## src/rtl/pc_sequencer.sv

```systemverilog
// pc_sequencer
//   Program-counter unit for the single-cycle MIPS datapath. It replaces the
//   free-running PC register and its +STEP adder. Each cycle it picks the next
//   fetch address from one of these sources: sequential, branch, jump,
//   jump-register or exception. It also holds the exception PC (EPC) and
//   raises one-cycle flush / address-error pulses after redirects.
//
// Optional feature:
//   Define PC_PERF_EN to add the saturating redirect_count and stall_count
//   outputs. Without the macro those ports and their counters do not exist.
//
// Ports:
//   clk            rising-edge clock
//   reset          synchronous, active-high reset (wins over everything)
//   stall          hold pc; only an exception may still redirect
//   branch_taken   conditional branch resolved taken this cycle
//   branch_offset  signed word offset (instruction immediate)
//   jump           J/JAL-type jump this cycle
//   jump_address   26-bit instruction target field
//   jump_reg       JR/JALR this cycle
//   reg_target     register-sourced jump target
//   exception      synchronous exception request
//   pc             current fetch address
//   pc_plus_step   pc + STEP (combinational; also the link value)
//   epc            pc captured at the last exception / address error
//   flush          registered one-cycle pulse after a non-sequential redirect
//   addr_error     registered one-cycle pulse on a misaligned jump_reg target
//   redirect_count (PC_PERF_EN) cycles that set flush, saturating
//   stall_count    (PC_PERF_EN) stalled cycles without exception, saturating
module pc_sequencer #(
  parameter int                WIDTH        = 32,
  parameter int                STEP         = 4,
  parameter logic [WIDTH-1:0]  RESET_VECTOR = '0,
  parameter logic [31:0]       EXC_VECTOR   = 32'h0000_0180
) (
  input  logic             clk,
  input  logic             reset,
  input  logic             stall,
  input  logic             branch_taken,
  input  logic [15:0]      branch_offset,
  input  logic             jump,
  input  logic [25:0]      jump_address,
  input  logic             jump_reg,
  input  logic [WIDTH-1:0] reg_target,
  input  logic             exception,
`ifdef PC_PERF_EN
  output logic [31:0]      redirect_count,
  output logic [31:0]      stall_count,
`endif
  output logic [WIDTH-1:0] pc,
  output logic [WIDTH-1:0] pc_plus_step,
  output logic [WIDTH-1:0] epc,
  output logic             flush,
  output logic             addr_error
);

  localparam int               STEP_BITS = $clog2(STEP);
  localparam logic [WIDTH-1:0] EXC_ADDR  = WIDTH'(EXC_VECTOR);

  logic [WIDTH-1:0] branch_target;
  logic [WIDTH-1:0] jump_target;
  logic             misaligned;

  logic [WIDTH-1:0] pc_next;
  logic [WIDTH-1:0] epc_next;
  logic             flush_next;
  logic             addr_error_next;

  assign pc_plus_step = pc + WIDTH'(STEP);

  // The word offset is sign-extended before the <<2. That way a backward
  // branch wraps modulo 2^WIDTH.
  assign branch_target = pc_plus_step
                       + {{(WIDTH-18){branch_offset[15]}}, branch_offset, 2'b00};

  // The jump keeps the upper region bits of pc_plus_step. With a 28-bit PC
  // there are no region bits, so the target is just the shifted field.
  generate
    if (WIDTH > 28) begin : g_jump_region
      assign jump_target = {pc_plus_step[WIDTH-1:28], jump_address, 2'b00};
    end else begin : g_jump_flat
      assign jump_target = {jump_address, 2'b00};
    end
  endgenerate

  assign misaligned = (reg_target[STEP_BITS-1:0] != '0);

  // Next-PC selection by fixed priority. Lower-priority requests in the
  // same cycle are dropped. Reset is applied in the register block.
  always_comb begin
    pc_next         = pc_plus_step;
    epc_next        = epc;
    flush_next      = 1'b0;
    addr_error_next = 1'b0;
    if (exception) begin
      pc_next    = EXC_ADDR;
      epc_next   = pc;
      flush_next = 1'b1;
    end else if (stall) begin
      pc_next = pc;
    end else if (jump_reg && misaligned) begin
      pc_next         = EXC_ADDR;
      epc_next        = pc;
      flush_next      = 1'b1;
      addr_error_next = 1'b1;
    end else if (jump_reg) begin
      pc_next    = reg_target;
      flush_next = 1'b1;
    end else if (jump) begin
      pc_next    = jump_target;
      flush_next = 1'b1;
    end else if (branch_taken) begin
      // This branch is still a redirect even when its target equals pc_plus_step.
      pc_next    = branch_target;
      flush_next = 1'b1;
    end
  end

  // Architectural state. Reset discards any redirect that is in flight.
  always_ff @(posedge clk) begin
    if (reset) begin
      pc         <= RESET_VECTOR;
      epc        <= '0;
      flush      <= 1'b0;
      addr_error <= 1'b0;
    end else begin
      pc         <= pc_next;
      epc        <= epc_next;
      flush      <= flush_next;
      addr_error <= addr_error_next;
    end
  end

`ifdef PC_PERF_EN
  // Performance counters. They stick at all-ones instead of wrapping.
  always_ff @(posedge clk) begin
    if (reset) begin
      redirect_count <= '0;
      stall_count    <= '0;
    end else begin
      if (flush_next && (redirect_count != '1))
        redirect_count <= redirect_count + 32'd1;
      if (stall && !exception && (stall_count != '1))
        stall_count <= stall_count + 32'd1;
    end
  end
`endif

endmodule

```

## config.mk

```make
export PLATFORM = sky130hd
export DESIGN_NAME = pc_sequencer
export DESIGN_NICKNAME = d
export VERILOG_FILES = /design/src/rtl/pc_sequencer.sv
export SDC_FILE = /design/constraint.sdc
export NUM_CORES = 1
export LEC_CHECK = 0
export CAP_MARGIN = 20
export CELL_PAD_IN_SITES_DETAIL_PLACEMENT = 0
export CELL_PAD_IN_SITES_GLOBAL_PLACEMENT = 2
export CORE_MARGIN = 2
export CORE_UTILIZATION = 27
export CTS_CLUSTER_DIAMETER = 100
export DETAILED_ROUTE_END_ITERATION = 6
export PLACE_DENSITY = 0.95
export SETUP_SLACK_MARGIN = 0.5
export SYNTH_ARGS = -nofsm -noshare
export SYNTH_HDL_FRONTEND = slang
export SYNTH_SLANG_ARGS = --single-unit
```

## constraint.sdc

```tcl
create_clock -name clk -period 9.9 [get_ports clk]
set_input_delay 1.98 -clock clk [delete_from_list [all_inputs] [get_ports clk]]
set_output_delay 1.98 -clock clk [all_outputs]
set_load 0.02 [all_outputs]
```

# [Word-level counts from Yosys, hierarchy flattened]
# Index checks and enable logic that the tools add are counted.
[totals] ff_bits=66
[classes] addsub=2 eq_ne=1 muxes=16 n_reduce_logical=6
[ops] cell="two-way mux 32 bit" n=7
[ops] cell="adder 32 x 3 -> 32 bit, second input constant" n=1
[ops] cell="adder 32 bit" n=1
[ops] cell="two-way mux 9 bit" n=2
[ops] cell="two-way mux 1 bit" n=7
[ops] cell="nonzero test 2 bit" n=2
[ops] cell="OR reduction 3 bit" n=1
[ops] cell="!= test 2 x 1 -> 1 bit, second input constant" n=1
[ops] cell="AND reduction 2 bit" n=1
[ops] cell="OR reduction 2 bit" n=1
[ops] cell="logical AND 1 bit" n=1

# [Logic depth before layout (Yosys ltp)]
# Gate-level depths: netlist of the first run.
[logic_depth] depth_word=8 depth_mapped=17

# [Worst setup path before layout of the first run]
# No wires, ideal clock.
[synth_path] path_type="reg-to-output" start="reg pc[2]" end="out pc_plus_step[30]" arrival_time_ns=2.238 t_required_ns=7.920 slack_ns=5.682 path_stages_with_launch=8 path_cell_list="dfxtp_1 -> ha_1 -> nand2_1 -> or3_1 -> buf_6 -> nor3_4 -> nand4_1 -> xnor2_1"
[synth_between] elab_chain_len=1
[synth_rtl] item="from (decl)" line="50" source="output logic [WIDTH-1:0] pc,"
[synth_rtl] item="from (signal assigned)" line="127" source="pc <= pc_next;"
[synth_rtl] item="adder 32 x 3 -> 32 bit" line="69" source="assign pc_plus_step = pc + WIDTH'(STEP);"
[synth_rtl] item="to (decl)" line="51" source="output logic [WIDTH-1:0] pc_plus_step,"
# Every way passes these cells.

# [Worst setup path after layout of the first run]
# Ends and elaborated chain as after synthesis.

==> results of run 1 <==
[area by class of cell]
cell class | instances | area share
multi-input combinational | 558 | 0.480
timing repair buffer | 184 | 0.247
sequential | 66 | 0.179
tap | 234 | 0.0397
clock buffer | 11 | 0.0315
clock inverter | 5 | 0.0139
inverter | 16 | 0.00813
[cells by family (layout without fill, tap and decap cells)]
| family | after synthesis | in the layout | share of synthesized area |
|---|---|---|---|
| AO/OA/AOI/OAI | 238 | 238 | 0.293 |
| XOR/XNOR | 47 | 47 | 0.0850 |
| adder cells (fa/ha/maj) | 36 | 36 | 0.0896 |
| buffers and inverters | 50 | 216 | 0.0485 |
| flip-flops | 66 | 66 | 0.259 |
| multiplexers | 5 | 5 | 0.00979 |
| AND/OR/NAND/NOR | 232 | 232 | 0.216 |
[synth_stat cells, drive strengths merged, types with 3 or more instances]
master   count  area share
o22ai        7      0.0086
a22oi       22       0.032
a21o        23       0.034
inv         15       0.011
a2111oi      3      0.0054
buf          6      0.0076
nor2        47       0.035
and3        11       0.014
o211ai       5      0.0073
dfxtp       66        0.26
nand2      111       0.082
ha          35       0.086
a221o        4      0.0078
nand3       23       0.023
o211a        5      0.0098
or3          5      0.0064
nor3         8       0.014
clkbuf      26       0.025
a211oi      10       0.015
and2         3      0.0037
xnor2       26       0.045
a31oi        4      0.0049
nand4        7       0.014
o21ai       49       0.048
a21oi       82       0.080
xor2        21       0.040
nor2b        4      0.0049
and4         3      0.0056
o21bai       4      0.0059
mux2i        5      0.0098
a311oi       4      0.0069
[routing by layer]
layer  up-vias  part of all wire
li1       2778                 -
met1      2662              0.47
met2       203              0.46
met3        28             0.055
met4         0             0.024
met5         -                 0
[how the worst min path moves through the flow]
stage | startpoint | to | slack (ps) | cells past startpoint
after global placement | epc[8] | epc[8] | 440 | 2
after floorplan | epc[28] | epc[28] | 530 | 2
after global routing | epc[8] | epc[8] | 470 | 2
final | epc[11] | epc[11] | 450 | 2
after detailed placement | epc[29] | epc[29] | 440 | 2
after CTS | epc[27] | epc[27] | 450 | 2
[registers in the layout, summed over array words and instances (netlist names)]
| signal | flops |
|---|---|
| pc | 32 |
| flush | 1 |
| addr_error | 1 |
| epc | 32 |
[layout by cell type (no fill, tap or decap), drive strengths merged, types with 6 or more instances in the layout]
cell | netlist | final
clkdlybuf4s50 | 1 | 178
nand2 | 111 | 111
a21oi | 82 | 82
dfxtp | 66 | 66
o21ai | 49 | 49
nor2 | 47 | 47
ha | 35 | 35
xnor2 | 26 | 26
nand3 | 23 | 23
a21o | 23 | 23
a22oi | 22 | 22
xor2 | 21 | 21
inv | 15 | 15
and3 | 11 | 11
clkbuf | 26 | 11
a211oi | 10 | 10
nor3 | 8 | 8
o22ai | 7 | 7
nand4 | 7 | 7
buf | 6 | 6
[power by group through the flow]
| stage | Clock [mW] | Sequential (mW) | Combinational (mW) |
|---|---|---|---|
| 5_1_grt | 0.394 | 0.282 | 0.203 |
| 4_1_cts | 0.381 | 0.282 | 0.186 |
| 3_3_place_gp | 0 | 0.287 | 0.186 |
| 3_5_place_dp | 0 | 0.287 | 0.185 |
| 2_1_floorplan | 0 | 0.291 | 0.0953 |
| 6_report | 0.375 | 0.282 | 0.187 |
[stage by stage]
| stage | instances | hold slack, ps | setup slack [ps] | util |
|---|---|---|---|---|
| after floorplan | 674 | 528 | 5680 | - |
| after global placement | 1058 | 438 | 4560 | 0.378 |
| after detailed placement | 1058 | 444 | 4500 | 0.378 |
| after CTS | 1074 | 451 | 4610 | 0.396 |
| after global routing | 1074 | 468 | 4490 | 0.396 |
| final | 1074 | 449 | 4640 | 0.396 |
[critical path, cell delays in order, from the launching register on]
cell             delay [ps]
dfxtp_1                 510
ha_1                    280
nand2_1                 120
or3_1                   540
nor3_4                  310
nand4_1                 140
xnor2_1                 330
clkdlybuf4s50_1         700
==> impl_metrics.env, run 1 <==
export IMPL_critPathRequiredTime_ps=7920
export IMPL_syn_area_per_cell_um2=7.58
export IMPL_boundaryPins=179
export IMPL_gr_max_usage_layer="met2"
export IMPL_fin_area_um2=7380
export IMPL_met1_usage=0.279
export IMPL_r2r_cells=15
export IMPL_regArea_um2=1320
export IMPL_relSlewSlack=0.304
export IMPL_gr_usage_met3=0.0354
export IMPL_drt_first_pass_iters=5
export IMPL_finish_net_count=952
export IMPL_ys_warn_count=0
export IMPL_worstSkewPairLatency_ps=340
export IMPL_detail_route_antenna_nets=0
export IMPL_die_area_um2=20000
export IMPL_worstMarginPinSlew_ps=1040
export IMPL_drv_cap=0
export IMPL_setup_worst_path_end="pc_plus_step[30]"
export IMPL_startpoint="pc[2]"
export IMPL_outcome="finished clean"
export IMPL_path_class="flop to primary output"
export IMPL_grt_use_total=0.205
export IMPL_skew_ps=10.3
export IMPL_area_delta_synth_final_pct=44.5
export IMPL_slew_violations=0
export IMPL_r2r_end="pc[31]"
export IMPL_drive_gt1_frac=0.0440
export IMPL_peakVddDrop_mv=0.0780
export IMPL_drc=0
export IMPL_r2r_setup_slack_ps=5520
export IMPL_grt_pass1_wl_um=31600
export IMPL_fin_crit_ps=5260
export IMPL_clkPwrFrac=0.445
export IMPL_port_buffers=178
export IMPL_period_share=0.532
export IMPL_num_vias=5671
export IMPL_cp_data_arrival_time_ps=3280
export IMPL_via_per_inst=5.28
export IMPL_finalSetupViolations=0
export IMPL_endpoint_kind="primary output"
export IMPL_ys_flop_type="dfxtp_1"
export IMPL_cts_buffer_depth=2
export IMPL_ys_seq_area_frac=0.259
export IMPL_cts_clk_slew_worst_paths_ps=50
export IMPL_path_max_fanout=9
export IMPL_swShare=0.285
export IMPL_die_height_um=142
export IMPL_hold_buffers=0
export IMPL_hp_class="flop to flop"
export IMPL_coreArea_um2=18600
export IMPL_clockRootBuffer="clkbuf_16"
export IMPL_diodes=0
export IMPL_tns_ps=0
export IMPL_async_flop_share=0
export IMPL_cts_tree="built"
export IMPL_cts_buffers=9
export IMPL_p_int_mw=0.603
export IMPL_ys_ff_latch=66
export IMPL_start_util=0.274
export IMPL_dp_hpwl_um=15500
export IMPL_fillCellCount=1958
export IMPL_power_mw=0.843
export IMPL_power_frac_seq=0.334
export IMPL_synth_edff_count=0
export IMPL_place_congestion=0.894
export IMPL_max_freq_mhz=190
export IMPL_fp_row_count=50
export IMPL_avgRoutedWirePerCell_um=19.3
export IMPL_start_kind="flop"
export IMPL_cts_htree_levels=3
export IMPL_drt_iter0_drc=389
export IMPL_cts_setup_buffers=0
export IMPL_placed_area_um2=7050
export IMPL_gr_total_overflow=0
export IMPL_cts_sinks=66
export IMPL_syn_nets=791
export IMPL_netlist_area_um2=5110
export IMPL_die_w_um=142
export IMPL_gr_usage_met2=0.329
export IMPL_p_per_area_nw_per_um2=114
export IMPL_antenna_found_initial=0
export IMPL_power_switching_mw=0.240
export IMPL_reg2reg_from="pc[2]"
export IMPL_p_comb_frac=0.221
export IMPL_drt_total_wl_um=20700
export IMPL_power_leakage_nw=2.94
export IMPL_post_cts_resized=0
export IMPL_hold_viol=0
export IMPL_grt_pass1_vias=5521
export IMPL_syn_inst=674
export IMPL_synth_cell_types=70
export IMPL_multi_input_area_um2=3550
export IMPL_grt_max_degree=38
export IMPL_rsz0062_at_grt="false"
Power figures use the tool's default switching activity.
==> run 2, diff against run 1 <==
Settings changed: CORE_UTILIZATION 27 to 25, PLACE_DENSITY 0.95 to 0.93.
Clock period 9.9 ns to 4.9 ns, I/O delays scaled along.
==> run 2 against run 1 <==
Sequential share of layout area is 0.28 points lower. Clock skew is 1.4 ps lower. Routed wire length is 2.5% higher. Register-to-register slack worse by 4700 ps. Count of clock-buffer cells in the layout is 2 lower. Worst hold slack hardly changed. Combinational power is 100% higher. Critical path type unchanged. Largest power group unchanged. Highest routed layer unchanged.
==> impl_metrics.env, run 2 (same netlist as run 1, synthesis figures left out) <==
export IMPL_outcome="finished clean"
export IMPL_fin_area_um2=7510
export IMPL_drive_gt1_frac=0.0581
export IMPL_antenna_found_initial=0
export IMPL_hold_buffers=0
export IMPL_drv_cap=0
export IMPL_gr_total_overflow=0
export IMPL_drc=0
export IMPL_grt_max_degree=37
export IMPL_start_util=0.253
export IMPL_worstMarginPinSlew_ps=1120
export IMPL_hold_worst_slack_ps=449
export IMPL_die_area_um2=21600
export IMPL_port_buffers=178
export IMPL_cp_data_arrival_time_ps=3280
export IMPL_placed_area_um2=7130
export IMPL_largestRegisters="epc: 32 flops, pc: 32 flops"
export IMPL_max_stage_delay_ps=670
export IMPL_area_delta_synth_final_pct=46.9
export IMPL_path_buf_inv=1
export IMPL_grt_pass1_wl_um=32200
export IMPL_power_leakage_nw=3.00
export IMPL_finalSetupViolations=0
export IMPL_rsz0062_at_grt="false"
export IMPL_drt_iter0_drc=330
export IMPL_diodes=0
export IMPL_die_height_um=147
export IMPL_peakVddDrop_mv=0.131
export IMPL_final_common_cell="clkdlybuf4s50_1"
export IMPL_cts_buffers=9
export IMPL_hp_class="flop to flop"
export IMPL_p_comb_frac=0.223
export IMPL_cp_cell_sequence="ha_1 -> nand2_1 -> or3_1 -> nor3_4 -> nand4_1 -> xnor2_2 -> clkdlybuf4s50_1"
export IMPL_num_vias=5749
export IMPL_endpoint_kind="primary output"
export IMPL_cts_sinks=66
export IMPL_detail_route_antenna_nets=0
export IMPL_swShare=0.290
export IMPL_tns_ps=0
export IMPL_cpMaxStageDelayCell="clkdlybuf4s50_1"
export IMPL_grt_pass1_vias=5492
export IMPL_p_per_area_nw_per_um2=229
export IMPL_fin_crit_ps=4260
export IMPL_cts_htree_levels=3
export IMPL_via_per_inst=5.16
export IMPL_cts_tree="built"
export IMPL_grt_use_total=0.193
export IMPL_hold_viol=0
export IMPL_drt_first_pass_iters=5
export IMPL_start_kind="flop"
export IMPL_final_cell_mix="clkdlybuf4s50_1 (178), nand2_1 (111), a21oi_1 (82)"
export IMPL_slew_violations=0
export IMPL_power_mw=1.72
export IMPL_die_w_um=147
export IMPL_cts_buffer_depth=2
export IMPL_cts_clk_slew_worst_paths_ps=60
export IMPL_path_max_fanout=7
export IMPL_crit_family="simple AND/OR/NAND/NOR gates"
export IMPL_worstSkewPairLatency_ps=340
export IMPL_power_switching_mw=0.498
export IMPL_coreArea_um2=20200
export IMPL_place_congestion=0.898
export IMPL_dp_hpwl_um=16100
export IMPL_drt_total_wl_um=21200
export IMPL_p_int_mw=1.22
export IMPL_path_class="flop to primary output"
export IMPL_fp_row_count=52
export IMPL_clkPwrFrac=0.447
export IMPL_max_freq_mhz=235
export IMPL_clockRootBuffer="clkbuf_16"
export IMPL_period_share=0.869
export IMPL_avgRoutedWirePerCell_um=19.1
export IMPL_power_frac_seq=0.331
export IMPL_skew_ps=8.93
export IMPL_critPathRequiredTime_ps=3920
export IMPL_relSlewSlack=0.254
export IMPL_utilization=0.372
export IMPL_finish_net_count=957
export IMPL_boundaryPins=179
export IMPL_fillCellCount=2141
-- run 2: cell types whose count changed in the layout (fill, tap and decap cells not counted) --
cell and delta:
a2111oi_1 +1, clkinv_4 +1, xnor2_1 -4, dfxtp_2 +1, xnor2_2 +4, dfxtp_1 -1
nor3_2 +1, a2111oi_0 -1, nor3_1 -1, clkinv_2 -1, inv_6 +1, buf_4 +5
clkbuf_1 -2
-- run 2: area by class of cell --
class | count | area [um2] | share of cell area
multi-input combinational | 558 | 3580 | 0.477
inverter | 16 | 60.1 | 0.00800
clock inverter | 6 | 115 | 0.0153
timing repair buffer | 189 | 1860 | 0.248
tap | 270 | 338 | 0.0450
sequential | 66 | 1320 | 0.176
clock buffer | 9 | 225 | 0.0300
-- run 2: power by group through the flow --
stage	Combinational (mW)	Clock [mW]	Sequential (mW)
floorplan	0.193	0	0.589
global placement	0.380	0	0.580
detailed placement	0.378	0	0.580
CTS	0.381	0.780	0.568
global route	0.416	0.803	0.570
finish	0.383	0.767	0.568
-- run 2: worst paths after layout --
| path | start | to | slack [ps] | cells after the start |
|---|---|---|---|---|
| min | epc[31] | epc[31] | 450 | 2 |
| max reg2reg | pc[3] | pc[31] | 830 | 13 |
| min reg2reg | epc[31] | epc[31] | 450 | 2 |
| max | pc[3] | pc_plus_step[30] | 640 | 7 |
-- run 2: per-layer routing --
layer  share of wire  vias up  global-route usage
li1                -     2786                   -
met1            0.46     2735               0.258
met2            0.47      209               0.321
met3           0.055       19              0.0345
met4           0.018        0              0.0510
met5               0        -                   0
-- run 2: per-stage QoR --
step,worst slack [ps],instances
after floorplan,984,674
after global placement,624,1099
after detailed placement,681,1099
after CTS,553,1114
after global routing,542,1114
final,644,1114
-- run 2: timing repair --
item | 4_1_cts | 5_1_grt
setup buffers | 0 | 0
resized for setup | 0 | 7
endpoints found under the hold margin | 0 | 0
setup endpoints to repair | 0 | 9
-- run 2: worst reg2reg max path, stage by stage (launching register included) --
cell	delay, ps
dfxtp_1	470
ha_1	310
nand2_1	140
or3_1	560
nor2_1	190
xor2_1	320
ha_1	370
a21o_1	230
a221o_1	390
o211ai_1	240
a21oi_1	140
and4b_1	200
a311oi_1	250
o311a_1	190
==> run 3, diff against run 2 <==
Settings changed: CAP_MARGIN 20 to 10.
Clock period 4.9 ns to 4.5 ns, I/O delays scaled along.
==> run 3 against run 2 <==
Sequential power grew 8.8%. Die area unchanged. Core utilization is 0.70 points higher. Worst setup slack got worse by 25 ps. Register-to-register slack worse by 140 ps. Critical path type unchanged. Via count rose by 0.10%. Design area grew 1.9%. Clock power is 4.4% higher.
==> impl_metrics.env, run 3 (same netlist as run 1, synthesis figures left out) <==
export IMPL_outcome="finished clean"
export IMPL_diodes=0
export IMPL_max_freq_mhz=258
export IMPL_endpoint_kind="primary output"
export IMPL_power_switching_mw=0.548
export IMPL_cts_tree="built"
export IMPL_stdcell_count=1128
export IMPL_num_vias=5755
export IMPL_final_cell_mix="clkdlybuf4s50_1 (176), nand2_1 (111), a21oi_1 (82)"
export IMPL_drv_cap=0
export IMPL_fin_area_um2=7650
export IMPL_antenna_found_initial=0
export IMPL_grt_pass1_wl_um=32700
export IMPL_die_area_um2=21600
export IMPL_final_common_cell="clkdlybuf4s50_1"
export IMPL_utilization=0.379
export IMPL_place_congestion=0.906
export IMPL_swShare=0.297
export IMPL_grt_use_total=0.195
export IMPL_cts_clk_slew_worst_paths_ps=60
export IMPL_peakVddDrop_mv=0.139
export IMPL_clkPwrFrac=0.434
export IMPL_p_comb_frac=0.230
export IMPL_grt_pass1_vias=5537
export IMPL_largestRegisters="epc: 32 flops, pc: 32 flops"
export IMPL_relSlewSlack=0.325
export IMPL_die_height_um=147
export IMPL_multi_input_area_um2=3630
export IMPL_boundaryPins=179
export IMPL_max_stage_delay_ps=670
export IMPL_cp_cell_sequence="buf_4 -> nand3_1 -> nor3_4 -> buf_4 -> nand4_4 -> nor2_1 -> nand3_1 -> xnor2_2 -> clkdlybuf4s50_1"
export IMPL_avgRoutedWirePerCell_um=18.9
export IMPL_port_buffers=178
export IMPL_coreArea_um2=20200
export IMPL_finalSetupViolations=0
export IMPL_drive_gt1_frac=0.0886
export IMPL_cpMaxStageDelayCell="clkdlybuf4s50_1"
export IMPL_slew_violations=0
export IMPL_area_delta_synth_final_pct=49.7
export IMPL_skew_ps=11.3
export IMPL_placed_area_um2=7220
export IMPL_path_max_fanout=8
export IMPL_cts_buffer_depth=2
export IMPL_critPathRequiredTime_ps=3600
export IMPL_path_class="flop to primary output"
export IMPL_power_frac_seq=0.335
export IMPL_rsz0062_at_grt="false"
export IMPL_tns_ps=0
export IMPL_grt_max_degree=37
export IMPL_hold_buffers=0
export IMPL_dp_cells=1111
export IMPL_cts_buffers=9
export IMPL_worstMarginPinSlew_ps=1010
export IMPL_clockRootBuffer="clkbuf_16"
export IMPL_cts_htree_levels=3
export IMPL_drt_iter0_drc=452
export IMPL_min_from="epc[1]"
export IMPL_gr_total_overflow=0
export IMPL_start_kind="flop"
export IMPL_p_int_mw=1.30
export IMPL_cts_sinks=66
export IMPL_reg2reg_from="pc[2]"
export IMPL_p_per_area_nw_per_um2=241
export IMPL_min_path_cells=2
export IMPL_drc=0
export IMPL_via_per_inst=5.10
export IMPL_detail_route_antenna_nets=0
export IMPL_period_share=0.862
export IMPL_die_w_um=147
export IMPL_drt_first_pass_iters=5
export IMPL_drt_total_wl_um=21300
export IMPL_start_util=0.253
export IMPL_startpoint="pc[2]"
export IMPL_fillCellCount=2155
export IMPL_finish_net_count=970
export IMPL_regArea_um2=1330
export IMPL_dp_hpwl_um=16300
export IMPL_hold_viol=0
export IMPL_r2r_cells=16
export IMPL_worstSkewPairLatency_ps=350
export IMPL_hp_class="flop to flop"
export IMPL_fin_crit_ps=3880
export IMPL_power_leakage_nw=3.11
export IMPL_cp_data_arrival_time_ps=2980
export IMPL_fp_row_count=52
-- run 3: worst max-delay path: cells and delay by family, from the launching register on --
family | cells | cell delay [ps]
simple gates | 5 | 960
flops | 1 | 350
buf+inv | 3 | 1020
xor+xnor | 1 | 290
-- run 3: worst paths after layout --
path / to / slack (ps)
min: epc[1] / 450
max reg2reg: pc[31] / 690
max: pc_plus_step[27] / 620
min reg2reg: epc[1] / 450
-- run 3: power groups by stage --
stage | logic, mW | registers, mW | clock network [mW]
global route | 0.464 | 0.620 | 0.845
detailed placement | 0.419 | 0.630 | 0
finish | 0.424 | 0.618 | 0.801
floorplan | 0.210 | 0.641 | 0
global placement | 0.420 | 0.630 | 0
CTS | 0.422 | 0.617 | 0.823
-- run 3: through the flow --
stage | power [mW] | hold slack, ps | setup slack, ps
detailed placement | 1.05 | 443 | 475
floorplan | 0.851 | 528 | 584
global route | 1.93 | 473 | 503
finish | 1.84 | 446 | 619
CTS | 1.86 | 451 | 520
global placement | 1.05 | 440 | 523
-- run 3: what timing repair did --
action                     4_1_cts  5_1_grt
pin swaps                        0        1
gates resized for setup          4       20
setup endpoints to repair        7       16
setup buffers                    0        1
-- run 3: area by class of cell --
class | count | share of cell area
clock inverters | 6 | 0.0118
clock buffers | 10 | 0.0312
flip-flops and latches | 66 | 0.174
inverters | 16 | 0.00785
repair buffers | 202 | 0.257
multi-input cells | 558 | 0.474
well taps | 270 | 0.0442
-- run 3: per-layer routing --
layer / global-route usage / wire, um / up-vias / share of wire
li1: - / - / 2803 / -
met1: 0.266 / 9620 / 2702 / 0.45
met2: 0.313 / 9730 / 226 / 0.46
met3: 0.0444 / 1540 / 24 / 0.072
met4: 0.0481 / 373 / 0 / 0.018
met5: 0 / 0 / - / 0
